`src/rtl/vscale_pc_redirect_if.sv`:
```
// Fetch-stage redirect bundle: request/qualifier inputs, next-PC from the mux,
// and the select/PC/kill/status outputs of the redirect controller.
interface vscale_pc_redirect_if #(
  parameter int unsigned XPR_LEN          = 32,
  parameter int unsigned PC_SRC_SEL_WIDTH = 3,
  parameter int unsigned CNT_WIDTH        = 16
);

  // Requests and qualifiers
  logic                        imem_wait;
  logic                        stall_DX;
  logic                        trap_req;
  logic                        eret_req;
  logic                        jalr_DX;
  logic                        jal_DX;
  logic                        branch_taken_DX;
  // Next PC computed by the external mux for the select driven this cycle
  logic [XPR_LEN-1:0]          PC_PIF;

  // Controller outputs
  logic [PC_SRC_SEL_WIDTH-1:0] PC_src_sel;
  logic [XPR_LEN-1:0]          PC_IF;
  logic                        kill_DX;
  logic                        redirect_pending;
  logic [CNT_WIDTH-1:0]        redirect_cnt;

  // Pipeline / environment side
  modport master (
    output imem_wait,
    output stall_DX,
    output trap_req,
    output eret_req,
    output jalr_DX,
    output jal_DX,
    output branch_taken_DX,
    output PC_PIF,
    input  PC_src_sel,
    input  PC_IF,
    input  kill_DX,
    input  redirect_pending,
    input  redirect_cnt
  );

  // Redirect controller side
  modport slave (
    input  imem_wait,
    input  stall_DX,
    input  trap_req,
    input  eret_req,
    input  jalr_DX,
    input  jal_DX,
    input  branch_taken_DX,
    input  PC_PIF,
    output PC_src_sel,
    output PC_IF,
    output kill_DX,
    output redirect_pending,
    output redirect_cnt
  );

endinterface

```
`src/rtl/vscale_pc_redirect_ctrl.sv`:
```
// vscale fetch-stage PC redirect controller.
// Arbitrates trap/eret/DX redirects, drives the PC source mux select, owns PC_IF,
// parks a redirect target while imem is busy, kills the wrong-path instruction
// and counts committed redirects (saturating).
module vscale_pc_redirect_ctrl #(
  parameter logic [31:0] RESET_PC  = 32'h200,
  parameter int unsigned CNT_WIDTH = 16
) (
  input logic                   clk,
  input logic                   reset,
  vscale_pc_redirect_if.slave   bus
);

  // PC mux select encodings (vscale_ctrl_constants.vh)
  localparam logic [2:0] PC_PLUS_FOUR     = 3'd0;
  localparam logic [2:0] PC_BRANCH_TARGET = 3'd1;
  localparam logic [2:0] PC_JAL_TARGET    = 3'd2;
  localparam logic [2:0] PC_JALR_TARGET   = 3'd3;
  localparam logic [2:0] PC_REPLAY        = 3'd4;
  localparam logic [2:0] PC_HANDLER       = 3'd5;
  localparam logic [2:0] PC_EPC           = 3'd6;

  typedef enum logic [0:0] {
    StRun  = 1'b0,
    StHold = 1'b1
  } state_e;

  state_e               state_q, state_d;
  logic [31:0]          pc_if_q, pc_if_d;
  logic [31:0]          pend_pc_q, pend_pc_d;
  logic [CNT_WIDTH-1:0] cnt_q, cnt_d;

  logic [2:0]           sel;
  logic                 kill;
  logic                 pending;

  // DX-originated requests only count when DX is not stalled
  logic                 jalr_q_ok, jal_q_ok, br_q_ok;
  logic                 dx_req, any_req;
  logic [CNT_WIDTH-1:0] cnt_inc;

  assign jalr_q_ok = bus.jalr_DX         & ~bus.stall_DX;
  assign jal_q_ok  = bus.jal_DX          & ~bus.stall_DX;
  assign br_q_ok   = bus.branch_taken_DX & ~bus.stall_DX;
  assign dx_req    = jalr_q_ok | jal_q_ok | br_q_ok;
  assign any_req   = bus.trap_req | bus.eret_req | dx_req;

  // Saturate at all-ones rather than wrapping
  assign cnt_inc = (cnt_q == {CNT_WIDTH{1'b1}}) ? cnt_q : cnt_q + CNT_WIDTH'(1);

  // State, fetch PC, parked target and counter registers
  always_ff @(posedge clk or posedge reset) begin
    if (reset) begin
      state_q   <= StRun;
      pc_if_q   <= RESET_PC;
      pend_pc_q <= 32'h0;
      cnt_q     <= '0;
    end else begin
      state_q   <= state_d;
      pc_if_q   <= pc_if_d;
      pend_pc_q <= pend_pc_d;
      cnt_q     <= cnt_d;
    end
  end

  // Next-state, mux select, kill and pending decode
  always_comb begin
    state_d   = state_q;
    pc_if_d   = pc_if_q;
    pend_pc_d = pend_pc_q;
    cnt_d     = cnt_q;
    sel       = PC_REPLAY;
    kill      = 1'b0;
    pending   = 1'b0;

    unique case (state_q)
      StRun: begin
        // Fixed priority: trap > eret > jalr > jal > branch
        if (bus.trap_req) begin
          sel = PC_HANDLER;
        end else if (bus.eret_req) begin
          sel = PC_EPC;
        end else if (jalr_q_ok) begin
          sel = PC_JALR_TARGET;
        end else if (jal_q_ok) begin
          sel = PC_JAL_TARGET;
        end else if (br_q_ok) begin
          sel = PC_BRANCH_TARGET;
        end else if (bus.imem_wait | bus.stall_DX) begin
          sel = PC_REPLAY;
        end else begin
          sel = PC_PLUS_FOUR;
        end

        if (any_req) begin
          kill  = 1'b1;
          cnt_d = cnt_inc;
          if (bus.imem_wait) begin
            // Fetch not accepted: park the target until imem frees up
            pend_pc_d = bus.PC_PIF;
            state_d   = StHold;
          end else begin
            pc_if_d = bus.PC_PIF;
          end
        end else if (!bus.imem_wait && !bus.stall_DX) begin
          pc_if_d = bus.PC_PIF;
        end
      end

      StHold: begin
        pending = 1'b1;
        kill    = 1'b1;
        // Only a trap can override a parked redirect
        if (bus.trap_req) begin
          sel       = PC_HANDLER;
          pend_pc_d = bus.PC_PIF;
          cnt_d     = cnt_inc;
        end else begin
          sel = PC_REPLAY;
        end

        if (!bus.imem_wait) begin
          pc_if_d = bus.trap_req ? bus.PC_PIF : pend_pc_q;
          state_d = StRun;
        end
      end

      default: begin
        state_d = StRun;
      end
    endcase
  end

  // Combinational outputs are forced to their idle values while reset is held
  always_comb begin
    bus.PC_src_sel       = reset ? PC_REPLAY : sel;
    bus.kill_DX          = reset ? 1'b0 : kill;
    bus.redirect_pending = reset ? 1'b0 : pending;
  end

  assign bus.PC_IF        = pc_if_q;
  assign bus.redirect_cnt = cnt_q;

endmodule

```
`src/flat_wrapper.sv`:
```
// flat-port wrapper written by rule: the top's interface ports become plain ports
module vscale_pc_redirect_ctrl_flat 
#(
  parameter logic [31:0] RESET_PC  = 32'h200,
  parameter int unsigned CNT_WIDTH = 16
)
  (clk, reset, bus_imem_wait, bus_stall_DX, bus_trap_req, bus_eret_req, bus_jalr_DX, bus_jal_DX, bus_branch_taken_DX, bus_PC_PIF, bus_PC_src_sel, bus_PC_IF, bus_kill_DX, bus_redirect_pending, bus_redirect_cnt);
  vscale_pc_redirect_if #(.CNT_WIDTH(CNT_WIDTH)) bus_i ();
  input logic clk;
  input logic reset;
  input wire logic [$bits(bus_i.imem_wait)-1:0] bus_imem_wait;
  input wire logic [$bits(bus_i.stall_DX)-1:0] bus_stall_DX;
  input wire logic [$bits(bus_i.trap_req)-1:0] bus_trap_req;
  input wire logic [$bits(bus_i.eret_req)-1:0] bus_eret_req;
  input wire logic [$bits(bus_i.jalr_DX)-1:0] bus_jalr_DX;
  input wire logic [$bits(bus_i.jal_DX)-1:0] bus_jal_DX;
  input wire logic [$bits(bus_i.branch_taken_DX)-1:0] bus_branch_taken_DX;
  input wire logic [$bits(bus_i.PC_PIF)-1:0] bus_PC_PIF;
  output wire logic [$bits(bus_i.PC_src_sel)-1:0] bus_PC_src_sel;
  output wire logic [$bits(bus_i.PC_IF)-1:0] bus_PC_IF;
  output wire logic [$bits(bus_i.kill_DX)-1:0] bus_kill_DX;
  output wire logic [$bits(bus_i.redirect_pending)-1:0] bus_redirect_pending;
  output wire logic [$bits(bus_i.redirect_cnt)-1:0] bus_redirect_cnt;
  assign bus_i.imem_wait = bus_imem_wait;
  assign bus_i.stall_DX = bus_stall_DX;
  assign bus_i.trap_req = bus_trap_req;
  assign bus_i.eret_req = bus_eret_req;
  assign bus_i.jalr_DX = bus_jalr_DX;
  assign bus_i.jal_DX = bus_jal_DX;
  assign bus_i.branch_taken_DX = bus_branch_taken_DX;
  assign bus_i.PC_PIF = bus_PC_PIF;
  assign bus_PC_src_sel = bus_i.PC_src_sel;
  assign bus_PC_IF = bus_i.PC_IF;
  assign bus_kill_DX = bus_i.kill_DX;
  assign bus_redirect_pending = bus_i.redirect_pending;
  assign bus_redirect_cnt = bus_i.redirect_cnt;
  vscale_pc_redirect_ctrl #(.RESET_PC(RESET_PC), .CNT_WIDTH(CNT_WIDTH)) u_core (.clk(clk), .reset(reset), .bus(bus_i));
endmodule
```
`config.mk`:
```
export PLATFORM = sky130hd
export DESIGN_NAME = vscale_pc_redirect_ctrl_flat
export DESIGN_NICKNAME = d
export VERILOG_FILES = /design/src/rtl/vscale_pc_redirect_if.sv /design/src/rtl/vscale_pc_redirect_ctrl.sv /design/src/flat_wrapper.sv
export SDC_FILE = /design/constraint.sdc
export NUM_CORES = 1
export LEC_CHECK = 0
export CAP_MARGIN = 40
export CORE_UTILIZATION = 44
export CTS_CLUSTER_DIAMETER = 60
export DETAILED_ROUTE_END_ITERATION = 6
export PLACE_DENSITY = 0.76
export SYNTH_ARGS = -nofsm -noshare
export SYNTH_HDL_FRONTEND = slang
export SYNTH_SLANG_ARGS = --single-unit
```
`constraint.sdc`:
```
create_clock -name clk -period 2.5 [get_ports clk]
set_input_delay 0.5 -clock clk [delete_from_list [all_inputs] [get_ports clk]]
set_output_delay 0.5 -clock clk [all_outputs]
set_load 0.03 [all_outputs]
```
-- After elaboration in Yosys (flattened, before gate mapping)
Index checks and enable logic that the tools add are counted.
- bits in registers: 81
- input bits: 41
- output and inout port bits: 53
- word-level logic and storage cells: 58
- $add $sub $neg: 1
- equality and inequality tests: 7
- mux-type cells: 30
- bitwise logic cells: 10
- reductions and logical operators: 6
- operators with widths (operator ; count):
    32-bit 2-to-1 mux ; 7
    32-bit case mux with 2 select lines ; 2
    16-bit 2-to-1 mux ; 3
    16-bit case mux with 2 select lines ; 1
    3-bit 2-to-1 mux ; 7
    16-bit by 1-bit adder with 16-bit output (second input constant) ; 1
    16-bit == test (second input constant) ; 1
    1-bit 2-to-1 mux ; 7
    2-bit != test (second input constant) ; 3
    3-bit case mux with 2 select lines ; 1
    1-bit OR ; 5
    1-bit case mux with 2 select lines ; 2
    2-bit AND reduction ; 2
    1-bit bitwise AND ; 3
    3-bit by 1-bit != test with 1-bit output (second input constant) ; 1
    3-bit != test (second input constant) ; 1
    3-bit AND reduction ; 1
    1-bit zero test ; 2
    2-bit by 1-bit != test with 1-bit output (second input constant) ; 1
    1-bit inverter ; 2
    1-bit logical AND ; 1

-- Depth between registers and ports, before layout
Gate-level depths: netlist (run 1).
- word-level depth: 9
- depth in mapped cells: 7
- gate-level depth less buffers: 5

-- Least setup slack after synthesis (run 1)
Ideal clock, no wire load.
- path type: input port to output port
- start point: in bus_jalr_DX
- end point: out bus_PC_src_sel[1]
- data arrival time: 1.537 ns
- required time: 2.000 ns
- slack: 0.463 ns
- cell stages on the path: 4
- buffers on the path: 0
- cell sequence: nor2_1 > nor2_1 > nor2_1 > nor4_1
- longest elaborated chain between the ends: 6
- ends and longest elaborated chain (item ; line ; RTL):
    start, declared ; flat_wrapper.sv:15 ; input wire logic [$bits(bus_i.jalr_DX)-1:0] bus_jalr_DX;
    1-bit bitwise AND ; vscale_pc_redirect_ctrl.sv:42 ; assign jalr_q_ok = bus.jalr_DX & ~bus.stall_DX;
    3-bit 2-to-1 mux ; vscale_pc_redirect_ctrl.sv:83 ; end else if (jalr_q_ok) begin
    3-bit 2-to-1 mux ; vscale_pc_redirect_ctrl.sv:81 ; end else if (bus.eret_req) begin
    3-bit 2-to-1 mux ; vscale_pc_redirect_ctrl.sv:79 ; if (bus.trap_req) begin
    3-bit case mux with 2 select lines ; vscale_pc_redirect_ctrl.sv:76 ; unique case (state_q)
    3-bit 2-to-1 mux ; vscale_pc_redirect_ctrl.sv:136 ; bus.PC_src_sel = reset ? PC_REPLAY : sel;
    end, declared ; flat_wrapper.sv:19 ; output wire logic [$bits(bus_i.PC_src_sel)-1:0] bus_PC_src_sel;
No other way between the ends.

-- Worst setup path in the final report (run 1)
- start point: in bus_jalr_DX
- end point: out bus_kill_DX
- longest elaborated chain between the ends: 7
- ends and longest elaborated chain (item ; line ; RTL):
    1-bit bitwise AND ; vscale_pc_redirect_ctrl.sv:42 ;
    1-bit OR (2 in series) ; vscale_pc_redirect_ctrl.sv:45 ; assign dx_req = jalr_q_ok | jal_q_ok | br_q_ok;
    1-bit OR ; vscale_pc_redirect_ctrl.sv:46 ; assign any_req = bus.trap_req | bus.eret_req | dx_req;
    1-bit 2-to-1 mux ; vscale_pc_redirect_ctrl.sv:95 ; if (any_req) begin
    1-bit case mux with 2 select lines ; vscale_pc_redirect_ctrl.sv:76 ;
    1-bit 2-to-1 mux ; vscale_pc_redirect_ctrl.sv:137 ; bus.kill_DX = reset ? 1'b0 : kill;
    end, declared ; flat_wrapper.sv:21 ; output wire logic [$bits(bus_i.kill_DX)-1:0] bus_kill_DX;
No other way between the ends.

==> flow_results.xml, run 1 <==
<?xml version="1.0" encoding="UTF-8"?>
<metrics>
  <group name="run_status">
    <metric name="run_status" unit="">finished, final reports clean</metric>
  </group>
  <group name="critical_path">
    <metric name="cell_chain_of_the_critical_path" unit="">clkdlybuf4s50_1, nor3_1, o21a_1, nor2_1, buf_4</metric>
    <metric name="slowest_stage" unit="">sky130_fd_sc_hd__clkdlybuf4s50_1</metric>
    <metric name="rr_endpoint" unit="">u_core.bus.redirect_cnt[14]</metric>
    <metric name="reg_to_reg_setup_timing_slack" unit="ps">660</metric>
    <metric name="worst_ep_arrival_time" unit="ps">1780</metric>
    <metric name="worstSetupStartpoint" unit="">bus_jalr_DX</metric>
    <metric name="end_kind" unit="">output pin</metric>
    <metric name="cp-start-kind" unit="">input port</metric>
    <metric name="timing.reg2reg.worst_path_depth" unit="">5</metric>
    <metric name="timing.setup.critical_path_class" unit="">input port to output pin</metric>
    <metric name="critical_path_peak_fanout" unit="">3</metric>
    <metric name="cpPeakStageDelay" unit="ps">440</metric>
    <metric name="critical_path_required" unit="ps">2000</metric>
    <metric name="timing.rr.start" unit="">u_core.bus.redirect_cnt[2]</metric>
  </group>
  <group name="pwr">
    <metric name="leakage" unit="nW">2.163</metric>
    <metric name="p_seq_share" unit="%">45.1</metric>
    <metric name="total_switching_power" unit="W">0.001201</metric>
    <metric name="switching_share" unit="%">32.59</metric>
    <metric name="power_per_cell_area" unit="nW/um^2">759.5</metric>
    <metric name="pwr-share-clk" unit="%">26.3</metric>
    <metric name="power.combinational.fraction" unit="%">28.5</metric>
    <metric name="internal_power" unit="W">0.002484</metric>
    <metric name="worst_ir_drop_vdd" unit="V">0.0005636</metric>
  </group>
  <group name="synthesis">
    <metric name="syn_area_per_cell" unit="sq um">12.03</metric>
    <metric name="synth_commonest_cells" unit="">sky130_fd_sc_hd__dfrtp_1 (80), sky130_fd_sc_hd__nand2_1 (38), sky130_fd_sc_hd__mux2_2 (33), sky130_fd_sc_hd__o21ai_0 (33), sky130_fd_sc_hd__mux2i_1 (32)</metric>
    <metric name="most_area_hungry_cell_type_in_the_yosys_netlist" unit="">sky130_fd_sc_hd__dfrtp_1</metric>
    <metric name="post_synth_num_cell_types" unit="">32</metric>
    <metric name="yosys-top-cells-area" unit="">sky130_fd_sc_hd__dfrtp_1 (57%), sky130_fd_sc_hd__mux2_2 (11%), sky130_fd_sc_hd__mux2i_1 (9.1%)</metric>
    <metric name="synth_enable_flop_cells" unit="">0</metric>
    <metric name="synth_fp_nets" unit="">336</metric>
    <metric name="post_synth_instance_area" unit="sq um">3537</metric>
    <metric name="synth-async-reset-ratio" unit="%">100.0</metric>
    <metric name="ys_seq_area_share" unit="%">57.34</metric>
    <metric name="synthFlopType" unit="">sky130_fd_sc_hd__dfrtp_1</metric>
    <metric name="synth.ff_latch_count" unit="">81</metric>
    <metric name="synth_cells" unit="">294</metric>
    <metric name="yosysWarningCount" unit="">0</metric>
    <metric name="synthDominantCellAreaShare" unit="%">56.60</metric>
    <metric name="synth.most_common_cell" unit="">sky130_fd_sc_hd__dfrtp_1</metric>
  </group>
  <group name="clock_network">
    <metric name="clk_transition_reported_paths" unit="ps">80</metric>
    <metric name="holdBufCountCts" unit="">0</metric>
    <metric name="cts_sinks" unit="">81</metric>
    <metric name="tritoncts" unit="">done</metric>
    <metric name="root_buffer" unit="">sky130_fd_sc_hd__clkbuf_8</metric>
    <metric name="htreeDepth" unit="">3</metric>
    <metric name="latest_clock_arrival_within_the_worst_skew_pair" unit="ps">350</metric>
    <metric name="clock_path_buffers" unit="">2</metric>
    <metric name="post_cts_buffers" unit="">0</metric>
    <metric name="postCtsResizedCells" unit="">0</metric>
    <metric name="cts_inserted_buffers" unit="">9</metric>
  </group>
  <group name="timing">
    <metric name="min_period_over_period" unit="%">91.07</metric>
    <metric name="setup_total_negative_slack" unit="ps">0</metric>
    <metric name="maxSlewHeadroom" unit="%">69.19</metric>
    <metric name="final-hold-violation-count" unit="">0</metric>
    <metric name="worst_slew_pin_slew" unit="ps">458.6</metric>
    <metric name="final_max_slew_viol_count" unit="">0</metric>
    <metric name="setup_slack" unit="ps">223.2</metric>
    <metric name="max_freq" unit="MHz">439.2</metric>
    <metric name="fin_skew" unit="ps">6.576</metric>
    <metric name="rsz0062_at_grt" unit="">no</metric>
    <metric name="endpoints_failing_setup" unit="">0</metric>
    <metric name="layout_min_cycle_time" unit="ps">2277</metric>
  </group>
  <group name="global_route">
    <metric name="maximum_number_of_pins_on_one_net_before_global_route_repair" unit="">82</metric>
    <metric name="globalRouteTotalUtil" unit="%">18.31</metric>
    <metric name="antenna_violations_before_repair" unit="">0</metric>
    <metric name="grt_pass1_vias" unit="">2618</metric>
    <metric name="grt_pass1_wl" unit="mm">12.11</metric>
    <metric name="globalRoute.totalOverflow" unit="">0</metric>
  </group>
  <group name="placement">
    <metric name="worst_slack_placed" unit="ps">78.65</metric>
    <metric name="gp_congestion" unit="">0.7734</metric>
    <metric name="place.port_buffers" unit="">93</metric>
    <metric name="place_hpwl" unit="mm">4.828</metric>
  </group>
  <group name="floorplanning">
    <metric name="fp-row-count" unit="">32</metric>
    <metric name="core_area" unit="sq um">7767</metric>
    <metric name="boundaryPins" unit="">94</metric>
    <metric name="die_y" unit="um">91.66</metric>
    <metric name="die_w" unit="um">91.66</metric>
    <metric name="floorplan.die_area" unit="sq um">8402</metric>
    <metric name="initial_utilization" unit="%">45.54</metric>
  </group>
  <group name="layout">
    <metric name="syn_to_final_growth" unit="%">37.14</metric>
    <metric name="nNetsFinal" unit="">435</metric>
    <metric name="diode_count" unit="">0</metric>
    <metric name="share_of_post_route_cells_with_drive_strength_above_1" unit="%">18.84</metric>
  </group>
  <group name="detailed_routing">
    <metric name="detail-route-antenna-nets" unit="">0</metric>
    <metric name="routed-via-count" unit="">2512</metric>
    <metric name="viasPerCell" unit="">5.024</metric>
    <metric name="drtIter0Drc" unit="">62</metric>
    <metric name="drt_pass1_iterations" unit="">4</metric>
    <metric name="wirelength" unit="mm">7.108</metric>
    <metric name="average_routed_wire_per_standard_cell" unit="um">14.22</metric>
    <metric name="drcViolationCount" unit="">0</metric>
  </group>
  <group name="min_path">
    <metric name="worstHoldEndpoint" unit="">u_core.bus.PC_IF[28]</metric>
    <metric name="timing.hold.worst_path_depth" unit="">2</metric>
    <metric name="worst_hold_path_type" unit="">flop to flop</metric>
    <metric name="worstHoldStart" unit="">u_core.bus.PC_IF[28]</metric>
  </group>
  <group name="flow_run">
    <metric name="drv.max_cap_violation_count" unit="">0</metric>
  </group>
</metrics>
## per-layer routing
metal / routed length (um) / GRT usage [%]
met5: 0 / 0
met4: 61 / 6.481
met3: 266 / 3.400
met2: 3489 / 30.51
met1: 3290 / 23.95
## power groups by stage
stage	clock, W	combinational, W	sequential (W)
floorplan	0	0.000373	0.00191
global placement	0	0.00104	0.00168
detailed placement	0	0.00106	0.00168
CTS	0.000997	0.00106	0.00166
global route	0.00106	0.00112	0.00169
finish	0.000971	0.00105	0.00166
## critical path: cells and delay by family
family	cells	cell delay (ps)
buffers and inverters	2	600
and+or+nand+nor	2	480
AOI/OAI and AO/OA	1	200
## placed cells by master (no fill, tap or decap), types with 5 or more instances in the layout
cell	instances
sky130_fd_sc_hd__clkdlybuf4s50_1	89
sky130_fd_sc_hd__nand4_1	6
sky130_fd_sc_hd__mux2i_1	32
sky130_fd_sc_hd__dfrtp_1	80
sky130_fd_sc_hd__xnor2_1	12
sky130_fd_sc_hd__nand2_1	37
sky130_fd_sc_hd__o21ai_0	33
sky130_fd_sc_hd__mux2_2	33
sky130_fd_sc_hd__nand3_1	5
sky130_fd_sc_hd__clkbuf_8	9
sky130_fd_sc_hd__buf_4	12
sky130_fd_sc_hd__nor2_1	6
## logic make-up after synthesis
| group | share of synthesized area, % |
|---|---|
| XOR/XNOR | 3.714 |
| adder cells (fa/ha/maj) | 0.3537 |
| multiplexers | 19.56 |
| buffers and inverters | 2.264 |
| AO/OA/AOI/OAI | 6.297 |
| flip-flops | 57.34 |
| AND/OR/NAND/NOR | 10.47 |
## metrics by stage
step	power, W	hold slack [ps]	utilization [%]	cells	instance area, sq um
finish	0.003684	481.7	62.45	500	4851
global route	0.003874	509.4	62.45	500	4851
CTS	0.003724	488.6	62.45	500	4851
detailed placement	0.002744	469.1	59.84	484	4648
global placement	0.002716	460.5	59.84	484	4648
floorplan	0.002287	480.0	-	294	3541
## worst max-delay path by stage
stage                                             end  slack (ps)  cells past startpoint
after floorplan                     bus_PC_src_sel[1]         460                      4
after global placement    u_core.bus.redirect_cnt[14]         160                      6
after detailed placement  u_core.bus.redirect_cnt[14]          80                      6
after CTS                                 bus_kill_DX         230                      5
after global routing                      bus_kill_DX         140                      5
final                                     bus_kill_DX         220                      5
## sequential cells by signal (all words and copies together) (netlist names)
name	cells
u_core.bus.PC_IF	32
u_core.bus.redirect_cnt	16
u_core.pend_pc_q	32
u_core.state_q	1
## cell type report
cell class,instances,area (sq um)
repair buffers,104,1041
multi-input cells,195,1440
flip-flops and latches,81,2028
inverters,2,11.26
fillers,664,2917
clock buffers,9,123.9
clock inverters,7,78.83
well taps,102,127.6
(Power assumes the default switching activity.)
==> run 2: changes to the inputs <==
--- a/config.mk
+++ b/config.mk
@@ -6,8 +6,10 @@
 export NUM_CORES = 1
 export LEC_CHECK = 0
 export CAP_MARGIN = 40
+export CORE_MARGIN = 2
 export CORE_UTILIZATION = 44
 export CTS_CLUSTER_DIAMETER = 60
+export CTS_CLUSTER_SIZE = 8
 export DETAILED_ROUTE_END_ITERATION = 6
 export PLACE_DENSITY = 0.76
 export SYNTH_ARGS = -nofsm -noshare
==> constraint.sdc (replaced) <==
create_clock -name clk -period 2.5 [get_ports clk]
set_input_delay 0.5 -clock clk [delete_from_list [all_inputs] [get_ports clk]]
set_output_delay 0.5 -clock clk [all_outputs]
set_load 0.005 [all_outputs]
==> flow_results.xml, run 2 (synthesized netlist as in run 1, its figures left out) <==
<?xml version="1.0" encoding="UTF-8"?>
<metrics>
  <group name="run_status">
    <metric name="run_status" unit="">finished, final reports clean</metric>
  </group>
  <group name="placement">
    <metric name="gp_congestion" unit="">0.8117</metric>
    <metric name="place_hpwl" unit="mm">4.924</metric>
    <metric name="detailed_place.area" unit="sq um">4636</metric>
    <metric name="place.port_buffers" unit="">93</metric>
    <metric name="dp.cells" unit="">481</metric>
  </group>
  <group name="detailed_routing">
    <metric name="routed-via-count" unit="">2526</metric>
    <metric name="average_routed_wire_per_standard_cell" unit="um">14.36</metric>
    <metric name="viasPerCell" unit="">5.082</metric>
    <metric name="detail-route-antenna-nets" unit="">0</metric>
    <metric name="drcViolationCount" unit="">0</metric>
    <metric name="wirelength" unit="mm">7.139</metric>
    <metric name="drtIter0Drc" unit="">65</metric>
    <metric name="drt_pass1_iterations" unit="">4</metric>
  </group>
  <group name="critical_path">
    <metric name="worst_ep_arrival_time" unit="ps">1940</metric>
    <metric name="end_kind" unit="">output pin</metric>
    <metric name="critical_path_required" unit="ps">2000</metric>
    <metric name="cp-start-kind" unit="">input port</metric>
    <metric name="critical_path_peak_fanout" unit="">3</metric>
    <metric name="timing.setup.critical_path_class" unit="">input port to output pin</metric>
  </group>
  <group name="floorplanning">
    <metric name="core_area" unit="sq um">7767</metric>
    <metric name="die_y" unit="um">93.66</metric>
    <metric name="die_w" unit="um">93.66</metric>
    <metric name="floorplan.die_area" unit="sq um">8772</metric>
    <metric name="fp-row-count" unit="">32</metric>
    <metric name="boundaryPins" unit="">94</metric>
    <metric name="initial_utilization" unit="%">45.54</metric>
  </group>
  <group name="layout">
    <metric name="final_util" unit="%">62.81</metric>
    <metric name="syn_to_final_growth" unit="%">37.92</metric>
    <metric name="nNetsFinal" unit="">432</metric>
    <metric name="area_of_all_placed_cells_without_fillers" unit="sq um">4878</metric>
    <metric name="diode_count" unit="">0</metric>
    <metric name="stdcell_count" unit="">497</metric>
    <metric name="layout_common_cells" unit="">sky130_fd_sc_hd__clkdlybuf4s50_1 (90), sky130_fd_sc_hd__dfrtp_1 (80), sky130_fd_sc_hd__nand2_1 (37)</metric>
    <metric name="share_of_post_route_cells_with_drive_strength_above_1" unit="%">17.72</metric>
    <metric name="final_common_cell" unit="">sky130_fd_sc_hd__clkdlybuf4s50_1</metric>
  </group>
  <group name="flow_run">
    <metric name="drv.max_cap_violation_count" unit="">0</metric>
  </group>
  <group name="pwr">
    <metric name="power" unit="W">0.003520</metric>
    <metric name="leakage" unit="nW">2.193</metric>
    <metric name="worst_ir_drop_vdd" unit="V">0.0005278</metric>
    <metric name="power_per_cell_area" unit="nW/um^2">721.5</metric>
  </group>
  <group name="timing">
    <metric name="rsz0062_at_grt" unit="">yes</metric>
    <metric name="endpoints_failing_setup" unit="">0</metric>
    <metric name="final_max_slew_viol_count" unit="">0</metric>
    <metric name="final-hold-violation-count" unit="">0</metric>
    <metric name="maxSlewHeadroom" unit="%">65.51</metric>
    <metric name="max_freq" unit="MHz">410.0</metric>
    <metric name="min_period_over_period" unit="%">97.57</metric>
    <metric name="worst_slew_pin_slew" unit="ps">517.3</metric>
    <metric name="layout_min_cycle_time" unit="ps">2439</metric>
    <metric name="hold-worst-slack" unit="ps">477.6</metric>
    <metric name="fin_skew" unit="ps">7.901</metric>
  </group>
  <group name="global_route">
    <metric name="globalRouteTotalUtil" unit="%">17.23</metric>
    <metric name="grt_pass1_vias" unit="">2555</metric>
    <metric name="grt_pass1_wl" unit="mm">11.85</metric>
    <metric name="maximum_number_of_pins_on_one_net_before_global_route_repair" unit="">54</metric>
    <metric name="antenna_violations_before_repair" unit="">0</metric>
    <metric name="globalRoute.totalOverflow" unit="">0</metric>
  </group>
  <group name="clock_network">
    <metric name="clock_path_buffers" unit="">2</metric>
    <metric name="cts_inserted_buffers" unit="">9</metric>
    <metric name="root_buffer" unit="">sky130_fd_sc_hd__clkbuf_8</metric>
    <metric name="clk_transition_reported_paths" unit="ps">80</metric>
    <metric name="latest_clock_arrival_within_the_worst_skew_pair" unit="ps">340</metric>
    <metric name="tritoncts" unit="">done</metric>
    <metric name="cts_sinks" unit="">81</metric>
    <metric name="htreeDepth" unit="">3</metric>
  </group>
  <group name="min_path">
    <metric name="worst_hold_path_type" unit="">flop to flop</metric>
  </group>
</metrics>
## run 2: changes by cell type in the layout (fill, tap and decap cells not counted), moves of 2 or more
cell                             previous run  this run
sky130_fd_sc_hd__dlymetal6s2s_1             0         2
sky130_fd_sc_hd__clkbuf_8                   9        11
sky130_fd_sc_hd__buf_4                     12         5
sky130_fd_sc_hd__nor3_2                     0         2
sky130_fd_sc_hd__nor3_1                     3         1
## run 2: worst max-delay path, cell delays in order
cell and delay (ps):
sky130_fd_sc_hd__clkdlybuf4s50_1 450, sky130_fd_sc_hd__nor3_2 290, sky130_fd_sc_hd__nand2_1 90, sky130_fd_sc_hd__nand3_1 90
sky130_fd_sc_hd__clkdlybuf4s50_1 510
## run 2: area by class of cell
type,instances,area (sq um)
inverter,2,11.26
sequential,81,2028
multi-input combinational,195,1450
clock inverter,5,77.57
timing repair buffer,101,1032
clock buffer,11,151.4
fill,651,2889
tap,102,127.6
## run 2: timing repair
action | in CTS | in global routing
buffers inserted | 0 | 0
resized for setup | 3 | 2
hold buffers | 0 | 0
setup endpoints to repair | 3 | 3
## run 2: worst paths after layout
| check | from | end | slack [ps] | cells past startpoint |
|---|---|---|---|---|
| min reg2reg | u_core.bus.PC_IF[9] | u_core.bus.PC_IF[9] | 480 | 2 |
| max reg2reg | u_core.bus.redirect_cnt[2] | u_core.bus.redirect_cnt[14] | 630 | 5 |
| min | u_core.bus.PC_IF[9] | u_core.bus.PC_IF[9] | 480 | 2 |
| min in group asynchronous | reset | u_core.pend_pc_q[0] | 860 | 4 |
| max | bus_jalr_DX | bus_PC_src_sel[2] | 60 | 5 |
| max in group asynchronous | reset | u_core.bus.PC_IF[9] | 1270 | 4 |
## run 2: power breakdown
group | total (W) | internal, W | switching, W
Combinational | 0.000785 | 0.000491 | 0.000294
Clock | 0.00107 | 0.000614 | 0.000455
Sequential | 0.00167 | 0.00151 | 0.000151
## run 2: layer usage
layer	global-route usage (%)	up-vias	routed length, um
li1	-	1219	-
met1	22.34	1239	3241
met2	28.06	59	3453
met3	5.056	9	367
met4	5.314	0	76
met5	0	-	0
## run 2: through the flow
step                      TNS [ps]  setup WS (ps)
after floorplan                  0          694.8
after global placement           0          15.71
after detailed placement    -93.07         -43.50
after CTS                        0          16.99
after global routing        -1.899         -1.899
final                            0          60.80
